--- src/rtl/add_arbiter_if.sv ---
// rtl/add_arbiter_if.sv - requester and shared-adder signal bundle for add_arbiter
interface add_arbiter_if #(
   parameter int NUM_REQ          = 4,
   parameter int FLOAT_DATA_WIDTH = 32
);
   logic [NUM_REQ-1:0]                  req_valid;
   logic [NUM_REQ*FLOAT_DATA_WIDTH-1:0] req_a;
   logic [NUM_REQ*FLOAT_DATA_WIDTH-1:0] req_b;
   logic [NUM_REQ-1:0]                  gnt;
   logic [FLOAT_DATA_WIDTH-1:0]         add_dataa;
   logic [FLOAT_DATA_WIDTH-1:0]         add_datab;
   logic                                add_en;
   logic                                add_aclr;
   logic [FLOAT_DATA_WIDTH-1:0]         add_result;
   logic [NUM_REQ-1:0]                  resp_valid;
   logic [FLOAT_DATA_WIDTH-1:0]         resp_data;
   logic [2:0]                          inflight;
   logic                                busy;

   modport slave (
      input  req_valid, req_a, req_b, add_result,
      output gnt, add_dataa, add_datab, add_en, add_aclr,
             resp_valid, resp_data, inflight, busy
   );

   modport master (
      output req_valid, req_a, req_b, add_result,
      input  gnt, add_dataa, add_datab, add_en, add_aclr,
             resp_valid, resp_data, inflight, busy
   );
endinterface

--- src/rtl/add_arbiter.sv ---
// rtl/add_arbiter.sv - round-robin sharing of one pipelined float adder among NUM_REQ requesters
module add_arbiter #(
   parameter int NUM_REQ          = 4,
   parameter int FLOAT_DATA_WIDTH = 32,
   parameter int ADD_LATENCY      = 5,
   parameter int TAG_WIDTH        = 2
) (
   input logic         clk,
   input logic         rst,
   add_arbiter_if.slave bus
);
   localparam int W = FLOAT_DATA_WIDTH;

   logic [TAG_WIDTH-1:0]   rr_ptr;
   logic [TAG_WIDTH-1:0]   ptr_next;
   logic [TAG_WIDTH-1:0]   win_idx;
   logic [TAG_WIDTH-1:0]   cand;
   logic [TAG_WIDTH-1:0]   gnt_idx;
   logic                   win_found;
   logic [NUM_REQ-1:0]     eligible;
   logic [NUM_REQ-1:0]     gnt_q;
   logic [NUM_REQ-1:0]     resp_valid_q;
   logic [W-1:0]           sel_a;
   logic [W-1:0]           sel_b;
   logic [W-1:0]           dataa_q;
   logic [W-1:0]           datab_q;
   logic [W-1:0]           resp_data_q;
   logic [ADD_LATENCY-1:0] sr_valid;
   logic [TAG_WIDTH-1:0]   sr_tag [ADD_LATENCY];
   logic [2:0]             inflight_q;
   logic                   resp_fire;
   logic                   add_en_w;

   // A requester being granted this cycle already had its request consumed.
   assign eligible = bus.req_valid & ~gnt_q;

   always_comb begin
      win_found = 1'b0;
      win_idx   = '0;
      cand      = '0;
      for (int k = 0; k < NUM_REQ; k++) begin
         cand = TAG_WIDTH'((int'(rr_ptr) + k) % NUM_REQ);
         if (!win_found && eligible[cand]) begin
            win_found = 1'b1;
            win_idx   = cand;
         end
      end
      ptr_next = (win_idx == TAG_WIDTH'(NUM_REQ - 1)) ? '0 : win_idx + TAG_WIDTH'(1);
   end

   always_comb begin
      sel_a = '0;
      sel_b = '0;
      for (int i = 0; i < NUM_REQ; i++) begin
         if (win_idx == TAG_WIDTH'(i)) begin
            sel_a = bus.req_a[i*W +: W];
            sel_b = bus.req_b[i*W +: W];
         end
      end
   end

   // The adder only advances with add_en, which stays high while any op is inside it.
   assign add_en_w  = (|gnt_q) | (|sr_valid);
   assign resp_fire = sr_valid[ADD_LATENCY-1];

   always_ff @(posedge clk) begin
      if (rst) begin
         rr_ptr       <= '0;
         gnt_q        <= '0;
         gnt_idx      <= '0;
         dataa_q      <= '0;
         datab_q      <= '0;
         sr_valid     <= '0;
         resp_valid_q <= '0;
         resp_data_q  <= '0;
         inflight_q   <= '0;
         for (int k = 0; k < ADD_LATENCY; k++) sr_tag[k] <= '0;
      end else begin
         gnt_q <= win_found ? (NUM_REQ'(1) << win_idx) : '0;
         if (win_found) begin
            gnt_idx <= win_idx;
            dataa_q <= sel_a;
            datab_q <= sel_b;
            rr_ptr  <= ptr_next;
         end
         if (add_en_w) begin
            sr_valid  <= {sr_valid[ADD_LATENCY-2:0], |gnt_q};
            sr_tag[0] <= gnt_idx;
            for (int k = 1; k < ADD_LATENCY; k++) sr_tag[k] <= sr_tag[k-1];
         end
         resp_valid_q <= resp_fire ? (NUM_REQ'(1) << sr_tag[ADD_LATENCY-1]) : '0;
         if (resp_fire) resp_data_q <= bus.add_result;
         inflight_q <= inflight_q + 3'(win_found) - 3'(resp_fire);
      end
   end

   assign bus.gnt        = gnt_q;
   assign bus.add_dataa  = dataa_q;
   assign bus.add_datab  = datab_q;
   assign bus.add_en     = add_en_w;
   assign bus.add_aclr   = rst;
   assign bus.resp_valid = resp_valid_q;
   assign bus.resp_data  = resp_data_q;
   assign bus.inflight   = inflight_q;
   assign bus.busy       = (inflight_q != 3'd0) | (|gnt_q);
endmodule
--- src/flat_wrapper.sv ---
// flat-port wrapper written by rule: the top's interface ports become plain ports
module add_arbiter_flat 
#(
   parameter int NUM_REQ          = 4,
   parameter int FLOAT_DATA_WIDTH = 32,
   parameter int ADD_LATENCY      = 5,
   parameter int TAG_WIDTH        = 2
)
  (clk, rst, bus_req_valid, bus_req_a, bus_req_b, bus_add_result, bus_gnt, bus_add_dataa, bus_add_datab, bus_add_en, bus_add_aclr, bus_resp_valid, bus_resp_data, bus_inflight, bus_busy);
  add_arbiter_if #(.NUM_REQ(NUM_REQ), .FLOAT_DATA_WIDTH(FLOAT_DATA_WIDTH)) bus_i ();
  input logic clk;
  input logic rst;
  input wire logic [$bits(bus_i.req_valid)-1:0] bus_req_valid;
  input wire logic [$bits(bus_i.req_a)-1:0] bus_req_a;
  input wire logic [$bits(bus_i.req_b)-1:0] bus_req_b;
  input wire logic [$bits(bus_i.add_result)-1:0] bus_add_result;
  output wire logic [$bits(bus_i.gnt)-1:0] bus_gnt;
  output wire logic [$bits(bus_i.add_dataa)-1:0] bus_add_dataa;
  output wire logic [$bits(bus_i.add_datab)-1:0] bus_add_datab;
  output wire logic [$bits(bus_i.add_en)-1:0] bus_add_en;
  output wire logic [$bits(bus_i.add_aclr)-1:0] bus_add_aclr;
  output wire logic [$bits(bus_i.resp_valid)-1:0] bus_resp_valid;
  output wire logic [$bits(bus_i.resp_data)-1:0] bus_resp_data;
  output wire logic [$bits(bus_i.inflight)-1:0] bus_inflight;
  output wire logic [$bits(bus_i.busy)-1:0] bus_busy;
  assign bus_i.req_valid = bus_req_valid;
  assign bus_i.req_a = bus_req_a;
  assign bus_i.req_b = bus_req_b;
  assign bus_i.add_result = bus_add_result;
  assign bus_gnt = bus_i.gnt;
  assign bus_add_dataa = bus_i.add_dataa;
  assign bus_add_datab = bus_i.add_datab;
  assign bus_add_en = bus_i.add_en;
  assign bus_add_aclr = bus_i.add_aclr;
  assign bus_resp_valid = bus_i.resp_valid;
  assign bus_resp_data = bus_i.resp_data;
  assign bus_inflight = bus_i.inflight;
  assign bus_busy = bus_i.busy;
  add_arbiter #(.NUM_REQ(NUM_REQ), .FLOAT_DATA_WIDTH(FLOAT_DATA_WIDTH), .ADD_LATENCY(ADD_LATENCY), .TAG_WIDTH(TAG_WIDTH)) u_core (.clk(clk), .rst(rst), .bus(bus_i));
endmodule
--- config.mk ---
export PLATFORM = sky130hd
export DESIGN_NAME = add_arbiter_flat
export DESIGN_NICKNAME = d
export VERILOG_FILES = /design/src/rtl/add_arbiter_if.sv /design/src/rtl/add_arbiter.sv /design/src/flat_wrapper.sv
export SDC_FILE = /design/constraint.sdc
export NUM_CORES = 1
export LEC_CHECK = 0
export BUFFER_PORTS_ARGS = -buffer_cell sky130_fd_sc_hd__buf_2
export CORE_AREA = 2 2 158 160
export CTS_CLUSTER_SIZE = 10
export DETAILED_ROUTE_END_ITERATION = 8
export DIE_AREA = 0 0 160 162
export MAX_ROUTING_LAYER = met4
export SYNTH_ARGS = -nofsm -noshare
export SYNTH_HDL_FRONTEND = slang
export SYNTH_SLANG_ARGS = --single-unit
--- constraint.sdc ---
create_clock -name clk -period 2.5 [get_ports clk]
set_clock_uncertainty 0.05 [all_clocks]
set_input_delay 0.5 -clock clk [delete_from_list [all_inputs] [get_ports clk]]
set_output_delay 0.5 -clock clk [all_outputs]
set_load 0.02 [all_outputs]
==> impl_metrics.py <==
metrics = {
    "final_layout": {
        "nNetsFinal": 1447,
        "final_cell_mix": "buf_2, dfxtp_1, nor2_1",
        "layout.cells.most_common": "buf_2",
        "post_layout_nonfiller_instances": 1487,
        "finalCoreUtilization_pct": 42.79,
        "area_growth_syn_to_layout_pct": 57.87,
        "drive_gt1_share_pct": 51.51,
    },
    "synthesis": {
        "synth_cell_type_count": 40,
        "area_of_the_mapped_netlist_sq_um": 6534,
        "yosysSeqAreaShare_pct": 40.14,
        "synth_cells": 734,
        "number_of_storage_elements_in_the_synthesis_netlist": 126,
        "ys_async_sr_fraction_pct": 0,
        "synth_edf_count": 10,
        "top_ff_cell_synth": "dfxtp_1",
        "synth-warning-count": 0,
        "synth_area_per_cell_sq_um": 8.902,
        "mappedNetlistNets": 1035,
    },
    "setup_path": {
        "critical_path_arrival_ps": 1920,
        "critPathKind": "reg2out",
        "setup.worst_path.start_class": "flop",
        "timing.critical_path.to_type": "output pin",
        "timing.critical_path.fanout_max": 5,
        "critical_path_required_ps": 1950,
    },
    "timing": {
        "timing.hold.ws_ps": 265.8,
        "grt_setup_unrepaired": "true",
        "final_count_of_negative_setup_slack_endpoints": 0,
        "hold_viol_final": 0,
        "finalWorstSetupSlack_ps": 27.83,
        "final_slew_violations": 0,
        "timing.setup.tns_ps": 0,
        "layout_min_cycle_time_ps": 2472,
        "max-slew-margin-rel_pct": 50.44,
        "worst-slew-pin-transition_ps": 743.5,
        "timing.final.crit_share_pct": 98.89,
        "fmaxAchievable_mhz": 404.5,
    },
    "pwr": {
        "p_clk_share_pct": 20.3,
        "switching_power_share_of_the_total_pct": 41.34,
        "power_leakage_nw": 4.772,
        "total_switching_power_mw": 5.275,
        "intPower_mw": 7.487,
        "seqPwrFrac_pct": 24.0,
        "power.density_nw_per_um2": 1237,
        "combinationalPowerShare_pct": 55.7,
        "worst_ir_drop_vdd_uv": 534.0,
    },
    "place": {
        "gp_routability_congestion": 0.8746,
        "buffer_ports.inserted": 403,
        "place_worst_setup_slack_ps": -329.1,
        "numPlacedInstances": 1447,
        "detailed_place_hpwl_mm": 19.00,
    },
    "drt": {
        "vias_after_detailed_routing": 7263,
        "drtPass1Iterations": 5,
        "initialDrtViolationCount": 506,
        "postRouteWirelength_mm": 25.86,
        "antenna_violating_nets_post_route": 0,
        "wl_per_cell_um": 17.39,
        "avgViaCountPerCell": 4.884,
        "drcViolationCount": 0,
    },
    "floorplanning": {
        "design.portCount": 404,
        "die_w_um": 160,
        "initial_core_util_pct": 27.10,
        "floorplan.core_area_sq_um": 24110,
        "die_area_sq_um": 25920,
        "row_count": 57,
        "die_h_um": 162,
    },
    "global_route": {
        "global_route.usage.total_pct": 19.63,
        "grt_start_max_net_pins": 131,
        "grt_antenna_before_repair": 4,
        "number_of_global_route_vias_before_repair": 7065,
        "grt_pass1_wl_mm": 39.02,
        "grt.overflow.total": 0,
    },
    "clock_tree": {
        "clock_tree.htree_level_count": 4,
        "tritoncts.num_buffers": 17,
        "clock_tree_from_tritoncts": "built",
        "cts-root-to-sink-buffers": 2,
        "clk_pin_slew_ps": 70,
        "clkLatencyLatePin_ps": 420,
        "ctsRootBufferMaster": "clkbuf_16",
        "cts-hold-fix-buffers": 0,
        "cts.sinks": 126,
    },
    "flow_run": {
        "maxCapViolations": 0,
    },
    "hold_path": {
        "timing.hold.worst.class": "in2reg",
    },
    "run_status": {
        "outcome": "completed",
    },
}
[path summary, 6_finish.rpt]
check	slack, ps	to	from	cells after the start
worst min register to register	410	u_core.gnt_idx[1]$_SDFFE_PP0N_	u_core.gnt_idx[1]$_SDFFE_PP0N_	2
worst max-delay path	30	bus_busy	u_core.bus.gnt[2]$_SDFF_PP0_	3
worst min-delay path	270	u_core.bus.resp_data[29]$_SDFFE_PP0P_	bus_add_result[29]	3
worst max register to register	60	u_core.bus.add_datab[13]$_SDFFE_PP0N_	u_core.bus.gnt[2]$_SDFF_PP0_	10
[cells by family after synthesis]
group	share of synthesized area (%)
and+or+nand+nor	27.88
AOI/OAI and AO/OA	20.03
DFF	40.14
buffers and inverters	5.324
muxes	4.902
adders and majority gates	1.455
xor gates and xnor gates	0.2681
[flip-flops by register name, indices dropped and copies added (netlist names)]
register and count:
u_core.bus.add_dataa 32, u_core.sr_tag 10, u_core.bus.inflight 3, u_core.bus.gnt 4, u_core.bus.resp_valid 4, u_core.gnt_idx 2, u_core.bus.resp_data 32, u_core.sr_valid 5
u_core.rr_ptr 2, u_core.bus.add_datab 32
[through the flow]
stage	total power, mW	cell area, sq um
after floorplan	7.502	6838
after global placement	9.802	9515
after detailed placement	9.875	9515
after CTS	12.61	10170
after global routing	13.61	10310
final	12.76	10310
[power groups by stage]
stage	Combinational [mW]	Clock (mW)	Sequential, mW
2_1_floorplan	3.85	0	3.65
3_3_place_gp	6.74	0	3.06
3_5_place_dp	6.80	0	3.08
4_1_cts	6.88	2.68	3.05
5_1_grt	7.71	2.76	3.14
6_report	7.11	2.59	3.06
[critical path, cell delays in order (launching register included)]
cell     delay [ps]
dfxtp_4         370
or4_4           560
or4_4           430
buf_6           150
[cells in the mapped netlist (4+ instances only)]
master    number  area [sq um]
nor3_2        30         300.3
o311a_1       64         640.6
a221oi_1      64         560.5
nand2_1       69         259.0
buf_2          8         40.04
ha_1           6         75.07
edfxtp_1      10         300.3
nor2_1       103         386.6
nand2b_1       5         31.28
nor4_1         4         25.02
buf_1          6         22.52
dfxtp_1      116          2322
nor3_1        36         180.2
and2_1        10         62.56
clkbuf_1      57         214.0
inv_1          7         26.28
nor2b_1       74         462.9
mux2i_1       32         320.3
[what timing repair did]
| item | CTS | global route |
|---|---|---|
| gates cloned | 0 | 2 |
| gates resized for setup | 9 | 15 |
| setup endpoints to repair | 66 | 65 |
| pin swaps | 2 | 9 |
| setup buffers | 0 | 2 |
[routing by layer]
metal	GRT usage, %	part of all wire, %	wire [um]	up-vias
li1	-	-	-	3519
met4	5.815	1.6	414	0
met1	23.18	41	10520	3381
met5	-	0	0	-
met3	5.005	7.9	2033	34
met2	33.10	50	12890	329
[final cells by class]
class / count / area (sq um)
clock buffers: 18 / 450.4
clock inverters: 14 / 160.2
flip-flops and latches: 126 / 2633
inverters: 8 / 32.53
fillers: 2459 / 13790
multi-input cells: 525 / 3939
well taps: 324 / 405.4
diodes: 4 / 10.01
repair buffers: 468 / 2685
No activity file was read; power rests on OpenSTA's default activity.
